===== src/rtl/macc_shift_ctrl.sv =====
// Stream controller for a DEPTH-stage shift-register chain: fills from valid/ready input, aligns
// partial fills, drains in arrival order. Define MACC_SHIFT_RECIRC_EN for non-destructive drains.
module macc_shift_ctrl #(
    parameter int unsigned WIDTH = 32,
    parameter int unsigned DEPTH = 1024,
    parameter int unsigned CW    = 11
) (
    input  logic             CLK,
    input  logic             RST_L,
    input  logic             in_valid,
    output logic             in_ready,
    input  logic [WIDTH-1:0] in_data,
    input  logic             drain,
    output logic             out_valid,
    input  logic             out_ready,
    output logic [WIDTH-1:0] out_data,
    output logic [WIDTH-1:0] sr_din,
    output logic [1:0]       sr_sel,
    input  logic [WIDTH-1:0] sr_dout,
`ifdef MACC_SHIFT_RECIRC_EN
    input  logic             recirc,
`endif
    output logic [CW-1:0]    count,
    output logic             busy
);

    localparam logic [CW-1:0] FULL  = CW'(DEPTH);
    localparam logic [CW-1:0] ONE   = CW'(1);
    localparam logic [CW-1:0] LAST  = CW'(DEPTH - 1);

    localparam logic [1:0] SEL_HOLD = 2'b00;
    localparam logic [1:0] SEL_TAIL = 2'b01;

    typedef enum logic [1:0] {
        StFill,
        StAlign,
        StDrain
    } state_e;

    state_e state_q, state_d;

    logic [CW-1:0]    count_q, count_d;
    logic [CW-1:0]    pad_q, pad_d;
    logic [CW-1:0]    drained_q, drained_d;
    logic             recirc_q, recirc_d;
    logic             out_valid_q, out_valid_d;
    logic [WIDTH-1:0] out_data_q, out_data_d;

    logic recirc_in;
    logic fill_ready;
    logic accept;
    logic drain_full;
    logic drain_part;
    logic slot_free;
    logic capture;
    logic last_capture;

`ifdef MACC_SHIFT_RECIRC_EN
    assign recirc_in = recirc;
`else
    assign recirc_in = 1'b0;
`endif

    assign fill_ready = (count_q < FULL) && !drain;
    assign accept     = (state_q == StFill) && in_valid && fill_ready;
    assign drain_full = drain && (count_q == FULL);
    assign drain_part = drain && (count_q != '0) && (count_q < FULL);
    assign slot_free  = !out_valid_q || out_ready;
    assign capture    = (state_q == StDrain) && slot_free;

    // A recirculating drain keeps count at FULL, so its end comes from the capture counter.
    assign last_capture = recirc_q ? (drained_q == LAST) : (count_q == ONE);

    // State register.
    always_ff @(posedge CLK or negedge RST_L) begin
        if (!RST_L) begin
            state_q <= StFill;
        end else begin
            state_q <= state_d;
        end
    end

    // Next-state logic.
    always_comb begin
        state_d = state_q;
        case (state_q)
            StFill: begin
                if (drain_full) begin
                    state_d = StDrain;
                end else if (drain_part) begin
                    state_d = StAlign;
                end
            end
            StAlign: begin
                if (pad_q == ONE) begin
                    state_d = StDrain;
                end
            end
            StDrain: begin
                if (capture && last_capture) begin
                    state_d = StFill;
                end
            end
            default: state_d = StFill;
        endcase
    end

    // Outputs towards the chain and the upstream producer.
    always_comb begin
        in_ready = 1'b0;
        sr_sel   = SEL_HOLD;
        sr_din   = '0;
        busy     = 1'b1;
        case (state_q)
            StFill: begin
                busy     = 1'b0;
                in_ready = fill_ready;
                if (accept) begin
                    sr_sel = SEL_TAIL;
                    sr_din = in_data;
                end
            end
            StAlign: begin
                sr_sel = SEL_TAIL;
            end
            StDrain: begin
                if (capture) begin
                    sr_sel = SEL_TAIL;
                    sr_din = recirc_q ? sr_dout : '0;
                end
            end
            default: begin
                busy = 1'b0;
            end
        endcase
    end

    // Counters and output register next state.
    always_comb begin
        count_d     = count_q;
        pad_d       = pad_q;
        drained_d   = drained_q;
        recirc_d    = recirc_q;
        out_valid_d = out_valid_q;
        out_data_d  = out_data_q;

        case (state_q)
            StFill: begin
                if (accept) begin
                    count_d = count_q + ONE;
                end
                if (drain_part) begin
                    pad_d = FULL - count_q;
                end
                // Only a full-chain drain may recirculate; partial drains always zero fill.
                recirc_d  = drain_full && recirc_in;
                drained_d = '0;
            end
            StAlign: begin
                pad_d = pad_q - ONE;
            end
            StDrain: begin
                if (capture) begin
                    drained_d = drained_q + ONE;
                    if (!recirc_q) begin
                        count_d = count_q - ONE;
                    end
                end
            end
            default: begin
                count_d = count_q;
            end
        endcase

        if (capture) begin
            out_valid_d = 1'b1;
            out_data_d  = sr_dout;
        end else if (out_ready) begin
            out_valid_d = 1'b0;
        end
    end

    always_ff @(posedge CLK or negedge RST_L) begin
        if (!RST_L) begin
            count_q     <= '0;
            pad_q       <= '0;
            drained_q   <= '0;
            recirc_q    <= 1'b0;
            out_valid_q <= 1'b0;
            out_data_q  <= '0;
        end else begin
            count_q     <= count_d;
            pad_q       <= pad_d;
            drained_q   <= drained_d;
            recirc_q    <= recirc_d;
            out_valid_q <= out_valid_d;
            out_data_q  <= out_data_d;
        end
    end

    assign count     = count_q;
    assign out_valid = out_valid_q;
    assign out_data  = out_data_q;

`ifndef SYNTHESIS
    count_bound_a: assert property (@(posedge CLK) disable iff (!RST_L) count_q <= FULL);
    no_head_shift_a: assert property (@(posedge CLK) disable iff (!RST_L) sr_sel != 2'b10);
    busy_blocks_in_a: assert property (@(posedge CLK) disable iff (!RST_L) busy |-> !in_ready);
`endif

endmodule

===== config.mk =====
export PLATFORM = sky130hd
export DESIGN_NAME = macc_shift_ctrl
export DESIGN_NICKNAME = d
export VERILOG_FILES = /design/src/rtl/macc_shift_ctrl.sv
export SDC_FILE = /design/constraint.sdc
export NUM_CORES = 1
export LEC_CHECK = 0
export ABC_AREA = 1
export CORE_MARGIN = 4
export CORE_UTILIZATION = 35
export CTS_BUF_LIST = sky130_fd_sc_hd__clkbuf_16
export CTS_CLUSTER_DIAMETER = 60
export CTS_CLUSTER_SIZE = 40
export DETAILED_ROUTE_END_ITERATION = 12
export GPL_ROUTABILITY_DRIVEN = 0
export PLACE_DENSITY_LB_ADDON = 0.12
export SKIP_LAST_GASP = 1
export SLEW_MARGIN = 20
export SYNTH_ARGS = -nofsm -noshare
export SYNTH_HDL_FRONTEND = slang
export SYNTH_SLANG_ARGS = --single-unit

===== constraint.sdc =====
create_clock -name CLK -period 2 [get_ports CLK]
set_input_delay 0.4 -clock CLK [delete_from_list [all_inputs] [get_ports CLK]]
set_output_delay 0.4 -clock CLK [all_outputs]
set_load 0.02 [all_outputs]

# After elaboration in Yosys (flattened, before gate mapping)
# Index checks and enable logic that the tools add are counted.
word_totals:
  regBits: 57
  latch_bits: 0
  mem_bits_rw: 0
  mem_bits_ro: 0
  inputBits: 69
  output_inout_bits: 80
  word_cells: 60
  n_memories: 0
op_classes:
  addsub: 4
  mul: 0
  div: 0
  order_cmp: 1
  n_eq_ne: 11
  shifts: 0
  mux: 19
  bitwise_logic: 0
  reduce_logical: 20
ops:
  columns: ["op", "n"]
  rows:
  - ["$mux W32", 2]
  - ["$pmux W11 S2", 2]
  - ["$mux W11", 3]
  - ["$eq A11 B1 Y1 const B", 2]
  - ["$sub A11 B1 Y11 const B", 2]
  - ["$add A11 B1 Y11 const B", 1]
  - ["$eq A11 B11 Y1 const B", 1]
  - ["$lt A11 B11 Y1 const B", 1]
  - ["$reduce_bool A11 Y1", 1]
  - ["$sub A11 B11 Y11 const A", 1]
  - ["$logic_and A1 B1 Y1", 8]
  - ["$mux W2", 4]
  - ["$ne A2 B2 Y1 const B", 4]
  - ["$mux W1", 6]
  - ["$pmux W2 S3", 1]
  - ["$reduce_and A3 Y1", 2]
  - ["$reduce_bool A2 Y1", 3]
  - ["$ne A3 B3 Y1 const B", 1]
  - ["$pmux W1 S3", 1]
  - ["$eq A2 B1 Y1 const B", 1]
  - ["$eq A2 B2 Y1 const B", 1]
  - ["$logic_not A1 Y1", 2]
  - ["$logic_not A2 Y1", 1]
  - ["$ne A2 B1 Y1 const B", 1]
  - ["other kinds (3)", 3]

# Logic depth before layout (Yosys ltp)
logic_depth:
  depth_word: 6
  depth_mapped: 11
  ltp_nobuf: 11

# Worst setup path before layout
# No wires, ideal clock.
synth_path:
  path_kind: "register to output"
  startpoint: "register count_q[0], in the netlist count[0]"
  endpoint: "output port sr_din[10]"
  t_arrival_ps: 1840
  required_ps: 1600
  slack_ps: -240
  stages_incl_launch_ff: 9
  path_buffers: 1
  path_cell_list: "dfrtp_1 inv_1 ha_1 nand2_1 nand3_2 nand2_2 nand3_4 clkbuf_1 nor2_1"
synth_between:
  elab_chain_len: 5
synth_lines:
  columns: ["item", "line_no", "text"]
  rows:
  - ["start: declaration", "42", "logic [CW-1:0] count_q, count_d;"]
  - ["start signal: assignment", "192", "count_q <= count_d;"]
  - ["$lt A11 B11 Y1", "64", "assign fill_ready = (count_q < FULL) && !drain;"]
  - ["$logic_and A1 B1 Y1", "64", null]
  - ["$logic_and A1 B1 Y1", "65", "assign accept = (state_q == StFill) && in_valid && fill_ready;"]
  - ["$mux W32", "118", "if (accept) begin"]
  - ["$mux W32", null, null]
  - ["end: declaration", "17", "output logic [WIDTH-1:0] sr_din,"]
# No other way between the ends.

# Worst setup path after layout
layout_path:
  startpoint: "register count_q[2], in the netlist count[2]"
  endpoint: "output port sr_din[29]"
# Same word-level chain as after synthesis.

==> metrics.txt <==
result of the run complete, but fails checks; violated checks negative setup slack; crit-path most repeated cell sky130_fd_sc_hd__nor2_4; relative area change from synthesis to final layout 79.5%; detailed-route via count 4153; total standard cell area after synthesis 0.00359 mm^2; critical path arrival 1890 ps; most area-consuming cells after synthesis sky130_fd_sc_hd__dfrtp_1 (40%), sky130_fd_sc_hd__nand2_1 (23%), sky130_fd_sc_hd__inv_1 (7.0%), sky130_fd_sc_hd__nor2_1 (5.7%), sky130_fd_sc_hd__nand3_1 (5.2%); portion of synthesized cell area occupied by the leading cell type 39.7%; share of post-route cells with drive strength above 1 25.0%; number of cells on the worst reg-to-reg path 14; Critical-path top delay cell sky130_fd_sc_hd__dfrtp_2; area inside the core boundary 0.00991 mm^2; Post-Place Cells 838; Filler Cells Inserted 839; Final HPWL DP 8390 um; Synth warnings 0; number of remaining DRC errors 0; max-cap viol count 0; number of buffers inserted by port buffering 147; post-route fraction of the period consumed by the critical path 115%; main combinational cell family by area after synthesis simple AND/OR/NAND/NOR gates; number of instances in the synthesized netlist 536; number of library cell types mapped by synthesis 29; most common cell after layout, fill and taps aside sky130_fd_sc_hd__nand2_1; clock tree from TritonCTS built; fin cells 882; Worst R2R Start count[2]; horizontal die dimension 109 um; DRC marker count from the first detailed-route iteration 224; worst flop-to-flop path endpoint count[4]; standby leakage power 3.25 nW; area enclosed by the die boundary 0.0120 mm^2; footprint of the flip-flops and latches 0.00143 mm^2; global-route wire length before repair 18900 um; maximum number of pins on one net before global-route repair 41; number of rows in the core area 36; sum of negative setup slack -9130 ps; post-placement cell area 0.00572 mm^2; setup repair after global routing missed its margin yes; DR vias/cell 4.71; remaining number of nets flagged by the antenna check after routing 0; worst min-delay path category input port to asynchronous set/reset pin; #FFs+latches synth 57; Setup crit end kind output port; Routed WL 12100 um; final setup violating endpoints 34; fraction of the mapped netlist area in simple logic gates 39.1%; Final Critical Period 2290 ps; sum of overflow across all layers after global routing 0; via count of the first global-routing pass 4010; I/O pins 149; level count of the clock H-tree 3; pre-CTS worst setup slack -455 ps; Worst-path clk slew 60 ps; GRT Overall Usage 19.7%; critical path type flip-flop to output port; area of the multi-input gates 0.00209 mm^2; minimum hold slack 25.9 ps; synthesized-area fraction occupied by ao, oa, aoi and oai cells 4.52%; area share of fa/ha/maj cells after synthesis 3.48%; family with the most delay on the worst path simple AND/OR/NAND/NOR gates; VDD IR-drop max 733 uV; power per unit of standard cell area 1600 mW/mm^2; net count after synthesis 615; number of sinks on the clock net 57; commonest cells after routing, fill and taps aside sky130_fd_sc_hd__nand2_1 (222), sky130_fd_sc_hd__clkdlybuf4s50_1 (110), sky130_fd_sc_hd__inv_1 (65); worst path buffer plus inverter count 3; share of cell area taken by muxes after synthesis 0%; worst skew pair latency 330 ps; Initial Util 36.3%; crit path cell chain nor2_4, nand2_4, nor2_4, nand3_2, nand2_2, nand3_4, buf_12, clkbuf_16, nor2_4, buf_6; Final Hold Violating Endpoints 0; Routed WL per cell 13.8 um; average size of a mapped cell 6.71 um^2; number of buffers inserted for hold repair after clock tree synthesis 0; Total Nets Final 823; CP max FO 5; required time of the critical path 1600 ps; setup slack of the most critical reg-to-reg path 80 ps; Critical Path Max Stage Delay 430 ps; Layout Skew 7.19 ps; antenna diode instance count 0; category of the worst setup path launch point flip-flop; total CTS buffers 9; Setup WS post-layout -295 ps; clock buffer depth 2; number of antenna violations at the first check in global routing 0; total non-filler cell area in the finished layout 0.00645 mm^2; final slew viol count 0; CTS root buf sky130_fd_sc_hd__clkbuf_16; cell taking the most area after synthesis sky130_fd_sc_hd__dfrtp_1; portion of the post-synthesis area used by sequential elements 39.7%; router iterations before antenna repair 5; vertical die dimension 109 um; xor-xnor portion of the synthesized cell area 2.68%; Highest Clock Rate 0.436 GHz
==> layer usage <==
metal	track usage (%)	vias to the layer above	routed length [um]
met5	0	-	0
met4	6.23	0	215
met3	5.87	23	966
met2	32.7	155	6010
met1	24.7	1933	4960
li1	-	2042	-
==> worst max path at each step <==
stage          startpoint          to  slack (ps)  cells past startpoint
2_1_floorplan    count[5]  sr_din[10]         -10                      9
3_3_place_gp     in_valid   sr_din[0]        -450                      7
3_5_place_dp     in_valid  sr_din[25]        -450                      7
4_1_cts          count[4]   sr_din[0]        -320                     10
5_1_grt          count[2]   sr_din[0]        -400                     10
6_report         count[2]  sr_din[29]        -290                     10
==> cells by family after synthesis <==
| group | count (synthesis) |
|---|---|
| AND/OR/NAND/NOR | 337 |
| buffers and inverters | 90 |
| flip-flops | 57 |
| AO/OA/AOI/OAI | 30 |
| XOR/XNOR | 11 |
| adder cells (fa/ha/maj) | 10 |
| other | 1 |
==> cell type report <==
cell class	instances	share of cell area, %
clock inverter	7	1.11
multi-input combinational	389	32.4
tap	133	2.58
sequential	57	22.2
inverter	67	3.94
clock buffer	9	3.49
timing repair buffer	220	34.3
==> what timing repair did <==
item | 4_1_cts | 5_1_grt
setup endpoints to repair | 39 | 60
buffers inserted | 12 | 16
gates cloned | 1 | 1
pin swaps | 5 | 10
resized for setup | 209 | 32
==> flip-flops by register name, summed over array words and instances, names as in the netlist <==
signal / count
state_q: 2
pad_q: 11
out_data: 32
out_valid: 1
count: 11
==> power breakdown <==
group	total (W)	internal, W	switching (W)
Clock	0.00153	0.000962	0.000572
Sequential	0.00208	0.00172	0.000365
Combinational	0.00669	0.00301	0.00368
Total	0.0103	0.00569	0.00462
==> worst reg2reg max path: cells and delay by family (launching register included) <==
family                 cells  cell delay (ps)
buffers and inverters      5              610
DFF                        1              430
and+or+nand+nor            9              810
==> synthesized netlist by cell type <==
cell	number
sky130_fd_sc_hd__xor2_1	9
sky130_fd_sc_hd__nand3_1	37
sky130_fd_sc_hd__nor3_2	2
sky130_fd_sc_hd__buf_4	1
sky130_fd_sc_hd__nor2_4	3
sky130_fd_sc_hd__o21ai_1	5
sky130_fd_sc_hd__nand2_4	1
sky130_fd_sc_hd__buf_6	4
sky130_fd_sc_hd__nor3_1	2
sky130_fd_sc_hd__xnor2_1	2
sky130_fd_sc_hd__a21oi_1	4
sky130_fd_sc_hd__nand3_2	1
sky130_fd_sc_hd__clkbuf_1	14
sky130_fd_sc_hd__nor2_1	55
sky130_fd_sc_hd__o21bai_1	1
sky130_fd_sc_hd__nand3_4	1
sky130_fd_sc_hd__inv_1	67
sky130_fd_sc_hd__conb_1	1
sky130_fd_sc_hd__ha_1	10
sky130_fd_sc_hd__nand4_1	4
sky130_fd_sc_hd__o31ai_1	2
sky130_fd_sc_hd__o21ai_0	15
sky130_fd_sc_hd__nand2_1	224
sky130_fd_sc_hd__buf_2	4
sky130_fd_sc_hd__a31oi_1	2
sky130_fd_sc_hd__nand2_2	5
sky130_fd_sc_hd__dfrtp_1	57
sky130_fd_sc_hd__o211ai_1	1
sky130_fd_sc_hd__nor2_2	2
==> stage by stage <==
stage	total power (W)	util [%]
6_report	0.0103	65.1
5_1_grt	0.0111	65.1
4_1_cts	0.00978	62.6
3_5_place_dp	0.00796	57.7
3_3_place_gp	0.00786	57.7
2_1_floorplan	0.00556	-
Power figures use the tool's default switching activity.
